<file path="config.mk">
export PLATFORM = sky130hd
export DESIGN_NAME = procyon_rs_entry_replay
export DESIGN_NICKNAME = d
export VERILOG_FILES = /design/src/rtl/procyon_rs_entry_replay.sv
export SDC_FILE = /design/constraint.sdc
export NUM_CORES = 1
export LEC_CHECK = 0
export BUFFER_PORTS_ARGS = -buffer_cell sky130_fd_sc_hd__buf_2
export CELL_PAD_IN_SITES_DETAIL_PLACEMENT = 0
export CELL_PAD_IN_SITES_GLOBAL_PLACEMENT = 2
export CORE_MARGIN = 2
export CORE_UTILIZATION = 26
export CTS_CLUSTER_DIAMETER = 80
export CTS_CLUSTER_SIZE = 14
export DETAILED_ROUTE_END_ITERATION = 10
export MAX_ROUTING_LAYER = met4
export PLACE_DENSITY = 0.86
export SYNTH_ARGS = -nofsm -noshare
export SYNTH_HDL_FRONTEND = slang
export SYNTH_SLANG_ARGS = --single-unit
</file>
<file path="constraint.sdc">
create_clock -name clk -period 3.5 [get_ports clk]
set_input_delay 0.525 -clock clk [delete_from_list [all_inputs] [get_ports clk]]
set_output_delay 0.525 -clock clk [all_outputs]
set_load 0.02 [all_outputs]
</file>
<file path="src/rtl/procyon_rs_entry_replay.sv">
// One reservation-station slot: holds a dispatched op, snoops the CDBs for operand wakeup,
// and stays allocated after issue until the execution unit completes or replays it.
module procyon_rs_entry_replay #(
    parameter int OPTN_DATA_WIDTH       = 32,
    parameter int OPTN_ROB_IDX_WIDTH    = 5,
    parameter int OPTN_CDB_DEPTH        = 2,
    parameter int OPTN_RS_DEPTH         = 16,
    parameter int OPTN_SRC_COUNT        = 2,
    parameter int OPTN_REPLAY_CNT_WIDTH = 3,
    parameter int PCYN_OP_WIDTH         = 5,
    parameter int PCYN_OP_IS_WIDTH      = 2,
    parameter int RS_IDX_WIDTH          = (OPTN_RS_DEPTH == 1) ? 1 : $clog2(OPTN_RS_DEPTH)
) (
    input  logic                             clk,
    input  logic                             rst,
    input  logic                             i_flush,
    input  logic [OPTN_CDB_DEPTH-1:0]        i_cdb_en,
    input  logic [OPTN_DATA_WIDTH-1:0]       i_cdb_data [0:OPTN_CDB_DEPTH-1],
    input  logic [OPTN_ROB_IDX_WIDTH-1:0]    i_cdb_tag [0:OPTN_CDB_DEPTH-1],
    input  logic                             i_reserve_en,
    input  logic                             i_dispatch_en,
    input  logic [PCYN_OP_WIDTH-1:0]         i_dispatch_op,
    input  logic [PCYN_OP_IS_WIDTH-1:0]      i_dispatch_op_is,
    input  logic [OPTN_DATA_WIDTH-1:0]       i_dispatch_imm,
    input  logic [OPTN_ROB_IDX_WIDTH-1:0]    i_dispatch_dst_tag,
    input  logic [OPTN_SRC_COUNT-1:0]        i_dispatch_src_rdy,
    input  logic [OPTN_DATA_WIDTH-1:0]       i_dispatch_src_data [0:OPTN_SRC_COUNT-1],
    input  logic [OPTN_ROB_IDX_WIDTH-1:0]    i_dispatch_src_tag [0:OPTN_SRC_COUNT-1],
    input  logic                             i_issue_en,
    input  logic                             i_complete,
    input  logic                             i_replay,
    input  logic [OPTN_SRC_COUNT-1:0]        i_replay_src_mask,
    input  logic                             i_dispatching,
    input  logic                             i_removing,
    input  logic [RS_IDX_WIDTH-1:0]          i_rs_remove_entry_age,
    output logic                             o_ready,
    output logic                             o_rs_entry_empty,
    output logic                             o_rs_entry_issued,
    output logic [RS_IDX_WIDTH-1:0]          o_rs_entry_age,
    output logic [PCYN_OP_WIDTH-1:0]         o_rs_entry_op,
    output logic [PCYN_OP_IS_WIDTH-1:0]      o_rs_entry_op_is,
    output logic [OPTN_DATA_WIDTH-1:0]       o_rs_entry_imm,
    output logic [OPTN_ROB_IDX_WIDTH-1:0]    o_rs_entry_tag,
    output logic [OPTN_DATA_WIDTH-1:0]       o_rs_entry_src_data [0:OPTN_SRC_COUNT-1],
    output logic [OPTN_REPLAY_CNT_WIDTH-1:0] o_rs_entry_replay_cnt
);

    typedef enum logic [1:0] {
        EMPTY,
        RESERVED,
        WAITING,
        ISSUED
    } state_t;

    state_t                          state;
    logic [OPTN_SRC_COUNT-1:0]       src_rdy;
    logic [OPTN_ROB_IDX_WIDTH-1:0]   src_tag [0:OPTN_SRC_COUNT-1];
    logic [OPTN_ROB_IDX_WIDTH-1:0]   lookup_tag [0:OPTN_SRC_COUNT-1];
    logic [OPTN_SRC_COUNT-1:0]       cdb_hit;
    logic [OPTN_DATA_WIDTH-1:0]      cdb_val [0:OPTN_SRC_COUNT-1];

    // While RESERVED the stored tags are stale, so match against the incoming dispatch tags.
    always_comb begin
        for (int unsigned s = 0; s < OPTN_SRC_COUNT; s++) begin
            lookup_tag[s] = (state == RESERVED) ? i_dispatch_src_tag[s] : src_tag[s];
            cdb_hit[s]    = 1'b0;
            cdb_val[s]    = '0;
            for (int unsigned c = 0; c < OPTN_CDB_DEPTH; c++) begin
                if (i_cdb_en[c] && (i_cdb_tag[c] == lookup_tag[s])) begin
                    cdb_hit[s] = 1'b1;
                    cdb_val[s] = i_cdb_data[c];
                end
            end
        end
    end

    assign o_ready           = (state == WAITING) && (&src_rdy);
    assign o_rs_entry_empty  = (state == EMPTY);
    assign o_rs_entry_issued = (state == ISSUED);

    always_ff @(posedge clk) begin
        if (rst) begin
            state                 <= EMPTY;
            src_rdy               <= '0;
            o_rs_entry_replay_cnt <= '0;
            o_rs_entry_op         <= '0;
            o_rs_entry_op_is      <= '0;
            o_rs_entry_imm        <= '0;
            o_rs_entry_tag        <= '0;
            for (int unsigned s = 0; s < OPTN_SRC_COUNT; s++) begin
                o_rs_entry_src_data[s] <= '0;
                src_tag[s]             <= '0;
            end
        end else if (i_flush) begin
            state                 <= EMPTY;
            src_rdy               <= '0;
            o_rs_entry_replay_cnt <= '0;
        end else begin
            case (state)
                EMPTY: begin
                    if (i_reserve_en) begin
                        state   <= RESERVED;
                        src_rdy <= '0;
                    end
                end
                RESERVED: begin
                    if (i_dispatch_en) begin
                        state                 <= WAITING;
                        o_rs_entry_op         <= i_dispatch_op;
                        o_rs_entry_op_is      <= i_dispatch_op_is;
                        o_rs_entry_imm        <= i_dispatch_imm;
                        o_rs_entry_tag        <= i_dispatch_dst_tag;
                        o_rs_entry_replay_cnt <= '0;
                        for (int unsigned s = 0; s < OPTN_SRC_COUNT; s++) begin
                            src_tag[s] <= i_dispatch_src_tag[s];
                            if (i_dispatch_src_rdy[s]) begin
                                src_rdy[s]             <= 1'b1;
                                o_rs_entry_src_data[s] <= i_dispatch_src_data[s];
                            end else if (cdb_hit[s]) begin
                                src_rdy[s]             <= 1'b1;
                                o_rs_entry_src_data[s] <= cdb_val[s];
                            end else begin
                                src_rdy[s]             <= 1'b0;
                                o_rs_entry_src_data[s] <= i_dispatch_src_data[s];
                            end
                        end
                    end
                end
                WAITING: begin
                    for (int unsigned s = 0; s < OPTN_SRC_COUNT; s++) begin
                        if (!src_rdy[s] && cdb_hit[s]) begin
                            src_rdy[s]             <= 1'b1;
                            o_rs_entry_src_data[s] <= cdb_val[s];
                        end
                    end
                    if (i_issue_en && o_ready) state <= ISSUED;
                end
                ISSUED: begin
                    if (i_replay) begin
                        state <= WAITING;
                        if (o_rs_entry_replay_cnt != '1) begin
                            o_rs_entry_replay_cnt <= o_rs_entry_replay_cnt + 1'b1;
                        end
                        // A rebroadcast landing in the replay cycle itself must not be lost.
                        for (int unsigned s = 0; s < OPTN_SRC_COUNT; s++) begin
                            if (i_replay_src_mask[s]) begin
                                src_rdy[s] <= cdb_hit[s];
                                if (cdb_hit[s]) o_rs_entry_src_data[s] <= cdb_val[s];
                            end
                        end
                    end else if (i_complete) begin
                        state <= EMPTY;
                    end
                end
                default: state <= EMPTY;
            endcase
        end
    end

    always_ff @(posedge clk) begin
        if (rst) begin
            o_rs_entry_age <= '0;
        end else begin
            case ({i_dispatching, i_removing})
                2'b01: begin
                    if (o_rs_entry_age > i_rs_remove_entry_age) begin
                        o_rs_entry_age <= o_rs_entry_age - RS_IDX_WIDTH'(1);
                    end
                end
                2'b10: begin
                    o_rs_entry_age <= i_dispatch_en ? '0 : o_rs_entry_age + RS_IDX_WIDTH'(1);
                end
                2'b11: begin
                    if (i_dispatch_en) begin
                        o_rs_entry_age <= '0;
                    end else if (o_rs_entry_age < i_rs_remove_entry_age) begin
                        o_rs_entry_age <= o_rs_entry_age + RS_IDX_WIDTH'(1);
                    end
                end
                default: ;
            endcase
        end
    end

endmodule

</file>
* Yosys cells after proc, flatten, opt, wreduce, memory -nomap -nowiden *
Memories as Yosys holds them, arrays and structs flattened.
Index checks and enable logic that the tools add are counted.
Widths: inputs -> output; s select.

word-level totals
  bits in registers = 119
  latch bits = 0
  bits in writable memories = 10
  ROM bits = 0
  input port bits = 212
  output and inout bits = 118
  logic and storage cells = 128
  memories = 1

cells by class
  add/sub/neg operators = 3
  multiply operators = 0
  divide/modulo/power cells = 0
  order comparisons = 2
  eq/ne operators = 25
  shifts and indexed selects = 0
  mux-type cells = 59
  bitwise gates (word level) = 3
  reduce and logical (&&, ||, !) cells = 24

memory list
  memory   words  width  read ports  clocked after memory_dff  wr ports  RTL line  text
  src_tag  2      5      2           0                         2         57        logic [OPTN_ROB_IDX_WIDTH-1:0] src_tag [0:OPTN_SRC_COUNT-1];

operators with widths
  operator             number
  $mux 32              14
  $pmux 64 s3          1
  $mux 64              2
  $eq 5x5->1           4
  $mux 5               4
  $mux 1               19
  $mux 2               8
  $mux 4               4
  $pmux 2 s4           2
  $reduce_and 7->1     2
  $ne 2x1->1 const B   6
  $ne 2x2->1 const B   6
  $pmux 4 s3           1
  $reduce_and 5->1     2
  $mux 3               3
  $ne 3x3->1 const B   3
  $eq 2x2->1 const B   4
  $logic_and 1x1->1    8
  $reduce_and 4->1     2
  $pmux 3 s2           1
  $reduce_and 3->1     2
  $reduce_bool 3->1    2
  $add 4x1->4 const B  1
  $eq 2x1->1 const B   2
  11 further kinds     13

* Longest topological paths before layout *
  word-level depth = 10
  depth in mapped cells = 13
  mapped depth without buffers = 9

* Least setup slack after synthesis *
Ideal clock, no wire load.

  kind = reg2reg
  from = reg state[1]
  to = reg o_rs_entry_src_data[10] (netlist name)
  data arrival time = 2.458 ns
  slack = 0.904 ns
  cell stages (with the launch flop) = 12
  path buffers = 4
  path through = dfxtp_1 buf_6 nand2b_4 buf_6 buf_6 mux2i_4 xnor2_1 or4_1 o221a_4 buf_6 a222oi_1 a211oi_1

on the way
  longest elaborated chain between the ends = 10
  elaborated cells between the ends (all ways) = 28
  those cells by class = eq/ne: 10; mux: 13; reduce/logical: 5

RTL lines
  what                                                    RTL line  text
  start: declaration                                      55        state_t state;
  start signal: assignment                                83        state <= EMPTY;
  start signal: assignment                                95        state <= EMPTY;
  start signal: assignment                                102       state <= RESERVED;
  $eq 2x1->1                                              65, 99
  $mux 5                                                  65        lookup_tag[s] = (state == RESERVED) ? i_dispatch_src_tag[s] : src_tag[s];
  $eq 5x5->1                                              69        if (i_cdb_en[c] && (i_cdb_tag[c] == lookup_tag[s])) begin
  $logic_and 1x1->1                                       69
  $mux 32 / $mux 1 (equally long branches) (2 in series)  69
  $mux 32, on equally long branches                       148, 119
  $mux 32, on equally long branches                       146, 116
  $mux 64, on equally long branches                       139, 107
  $pmux 64 s3                                             99        case (state)
  end signal: indexed assignment                          118       o_rs_entry_src_data[s] <= i_dispatch_src_data[s];
  end signal: indexed assignment                          133       o_rs_entry_src_data[s] <= cdb_val[s];
  end signal: indexed assignment                          148       if (cdb_hit[s]) o_rs_entry_src_data[s] <= cdb_val[s];
  end: declaration                                        44        output logic [OPTN_DATA_WIDTH-1:0] o_rs_entry_src_data [0:OPTN_SRC_COUNT-1],

Several ways; a longest one is shown, not always the timed one. The select of a mux whose other input is x is not followed.
A chain may end at the register's enable or synchronous reset.

* Worst setup path in the final report *
  from = reg state[1]
  to = reg o_rs_entry_src_data[18] (netlist name)

The elaborated chain is that of the path after synthesis.

==> results.ini <==
[placement]
io_buffers = 329
place_hpwl_um = 19600
gp_congestion = 0.822
placed_cell_area_um2 = 8650

[global_route]
grt_pass1_vias = 6989
antenna_found_initial = 1
grt-ovfl-total = 0
grt_use_total_pct = 19.8
grt_pass1_wl_um = 39800
grt_max_degree = 70

[setup_path]
setup.worst_path.start_class = flop
cp-end-kind = flop
crit_family = simple AND/OR/NAND/NOR gates
rrSetupSlack_ps = 470
critPathBufInv = 2
cp.required_ps = 3820
crit_type = reg -> reg
worstPathCellList = buf_4 -> nor2b_1 -> o2111ai_1 -> and2_0 -> or4_4 -> nor3b_4 -> buf_4 -> a222oi_1 -> a211oi_1
cp_slowest_cell = or4_4
arrival_ps = 3350
crit_path_max_fanout = 32
critPathMostFrequentCell = buf_4
slowest_delay_ps = 600

[yosys]
yosys.area.top_type_share_pct = 35.4
netlist_area_um2 = 6740
ys_types = 60
yosysSeqAreaShare_pct = 39.8
synth_ff_type = dfxtp_1
post-synth-top-count-cell = dfxtp_1
syn-instance-count = 746
synth-edff-count = 10
synth_top_cells_by_area = dfxtp_1 (35%), a22o_1 (5.7%), a222oi_1 (4.8%)
synth_top_cells_by_count = dfxtp_1 (119), clkbuf_1 (57), nor2_1 (56)
synth-seq-cells = 129
synth_async_sr_flop_share_pct = 0
synth_nets = 966
yosys.area.top_type = dfxtp_1
yosys_warnings = 0
synth.avg_cell_area_um2 = 9.03

[power_and_ir_drop]
ir_drop_v = 0.000242
power.internal_w = 0.00278
p_switching_w = 0.00114
clkPwrFrac_pct = 44.9
pwr-share-comb_pct = 15.3
p_seq_share_pct = 39.9
power_density_nw_per_um2 = 425
p_leak_nw = 4.43
sw_frac_of_total_pct = 29.1

[die]
io_pins = 330
core-area_um2 = 25300
die-area_um2 = 27200
die_height_um = 165
initial_core_util_pct = 26.6
die_w_um = 165
rows = 58

[detailed_routing]
routed-via-count = 7203
drt-vias-per-instance = 5.21
drtPass1Iterations = 6
wl_per_cell_um = 19.5
wirelength_um = 27000
route.detailed.drc = 0
drtIter0Drc = 573
drt.antenna.violating_nets = 0

[sta]
drv_slew = 0
slew_headroom_pct = 31.1
rsz0062_at_grt = false
fin_setup_tns_ps = 0
max_freq_mhz = 330
fin_crit_ps = 3030
whs_ps = 302
worst_pin_slew_ps = 1030
final_hold_viol_count = 0
clock_skew_ps = 26.7
finalCritPeriodShare_pct = 86.7
finalSetupViolCount = 0

[job]
max_cap_violations = 0

[clock_tree]
cts.sinks = 129
clockBufferDepth = 2
postCtsSetupBuffers = 0
clk_latency_ps = 430
cts_tree = yes
clkTransAtPathRegs_ps = 70
h-tree-depth = 4
numCtsBuffers = 17
root_buffer = clkbuf_16
cts_resized = 0
hold_buffers = 0

[final_layout]
stdcell_area_um2 = 9230
syn_to_final_growth_pct = 37.0
n_fill_cell = 2634
nets = 1259
drive_above_1_share_pct = 37.7

[run_status]
outcome = finished, final reports clean

[min_path]
min_path_type = in -> reg

-- flip-flops by register name, indices dropped and copies added (netlist names), 3 cells and up --
register	cells
o_rs_entry_src_data	64
o_rs_entry_imm	32
src_tag	10
o_rs_entry_op	5
o_rs_entry_tag	5
o_rs_entry_age	4
o_rs_entry_replay_cnt	3
-- through the flow --
| stage | instances | total power (W) | utilization, % | setup WS (ps) |
|---|---|---|---|---|
| floorplan | 746 | 0.00191 | - | 904 |
| global placement | 1350 | 0.00220 | 34.2 | 526 |
| detailed placement | 1350 | 0.00220 | 34.2 | 490 |
| CTS | 1382 | 0.00397 | 36.4 | 541 |
| global route | 1383 | 0.00409 | 36.4 | 326 |
| finish | 1383 | 0.00392 | 36.4 | 467 |
-- final cells by class --
type	count	area [um2]	share of cell area [%]
antenna	1	2.50	0.0271
clock buffer	20	479	5.19
clock inverter	12	95.1	1.03
inverter	17	63.8	0.691
multi-input combinational	524	3680	39.8
sequential	129	2680	29.1
tap	330	413	4.47
timing repair buffer	350	1820	19.7
-- power by group through the flow --
stage          clock network, W  logic, W  registers [W]
2_1_floorplan                 0  0.000278        0.00164
3_3_place_gp                  0  0.000602        0.00159
3_5_place_dp                  0  0.000604        0.00159
4_1_cts                 0.00180  0.000605        0.00156
5_1_grt                 0.00187  0.000657        0.00157
6_report                0.00176  0.000599        0.00156
-- layout by cell type (no fill, tap or decap), drive strengths merged, types with 3 or more instances in the layout --
cell type	netlist	routed
a22o	44	44
a222oi	32	32
ha	8	8
and2	17	17
inv	16	20
nand2b	4	4
or3	3	3
nor2b	4	4
nor3	7	7
o31ai	3	3
xnor2	13	13
clkbuf	57	20
nand2	51	51
xor2	6	6
o211a	32	32
mux2i	7	7
clkinv	1	7
or4	4	4
o21ai	41	41
dfxtp	119	119
nor2	56	56
o221ai	3	3
nand3	6	6
a31oi	4	4
o311a	4	4
a21oi	44	44
a211oi	35	35
a311oi	34	34
a221oi	3	3
buf	19	350
and3	32	32
o2111ai	4	4
edfxtp	10	10
-- routing by layer --
| layer | track usage (%) | wire [um] | share of wire, % | vias to the layer above |
|---|---|---|---|---|
| met3 | 4.14 | 2070 | 7.7 | 23 |
| met4 | 5.69 | 424 | 1.6 | 0 |
| met1 | 24.2 | 11700 | 43 | 3353 |
| li1 | - | - | - | 3487 |
| met2 | 32.8 | 12800 | 47 | 340 |
| met5 | - | 0 | 0 | - |
-- final timing paths --
kind,from,end,cells after the start
setup / recovery,state[1]$_SDFFE_PP0P_,o_rs_entry_src_data[18]$_SDFFE_PP0P_,9
hold / removal,i_dispatch_op_is[0],o_rs_entry_op_is[0]$_SDFFE_PP0P_,2
setup reg to reg,state[1]$_SDFFE_PP0P_,o_rs_entry_src_data[18]$_SDFFE_PP0P_,9
hold reg to reg,o_rs_entry_op[1]$_SDFFE_PP0P_,o_rs_entry_op[1]$_SDFFE_PP0P_,1
-- kinds of logic after synthesis --
family,share of synthesized area (%)
compound gates,34.4
xor+xnor,2.47
fa+ha+maj,1.49
buf+inv,6.18
flops,39.8
mux,1.39
simple gates,14.2
-- worst register-to-register path: stages, from the launching register on --
cell and delay (ps):
dfxtp_1 310, buf_4 200, nor2b_1 360, o2111ai_1 160, and2_0 210, or4_4 600
nor3b_4 180, buf_4 420, a222oi_1 210, a211oi_1 270
(Power assumes the default switching activity.)
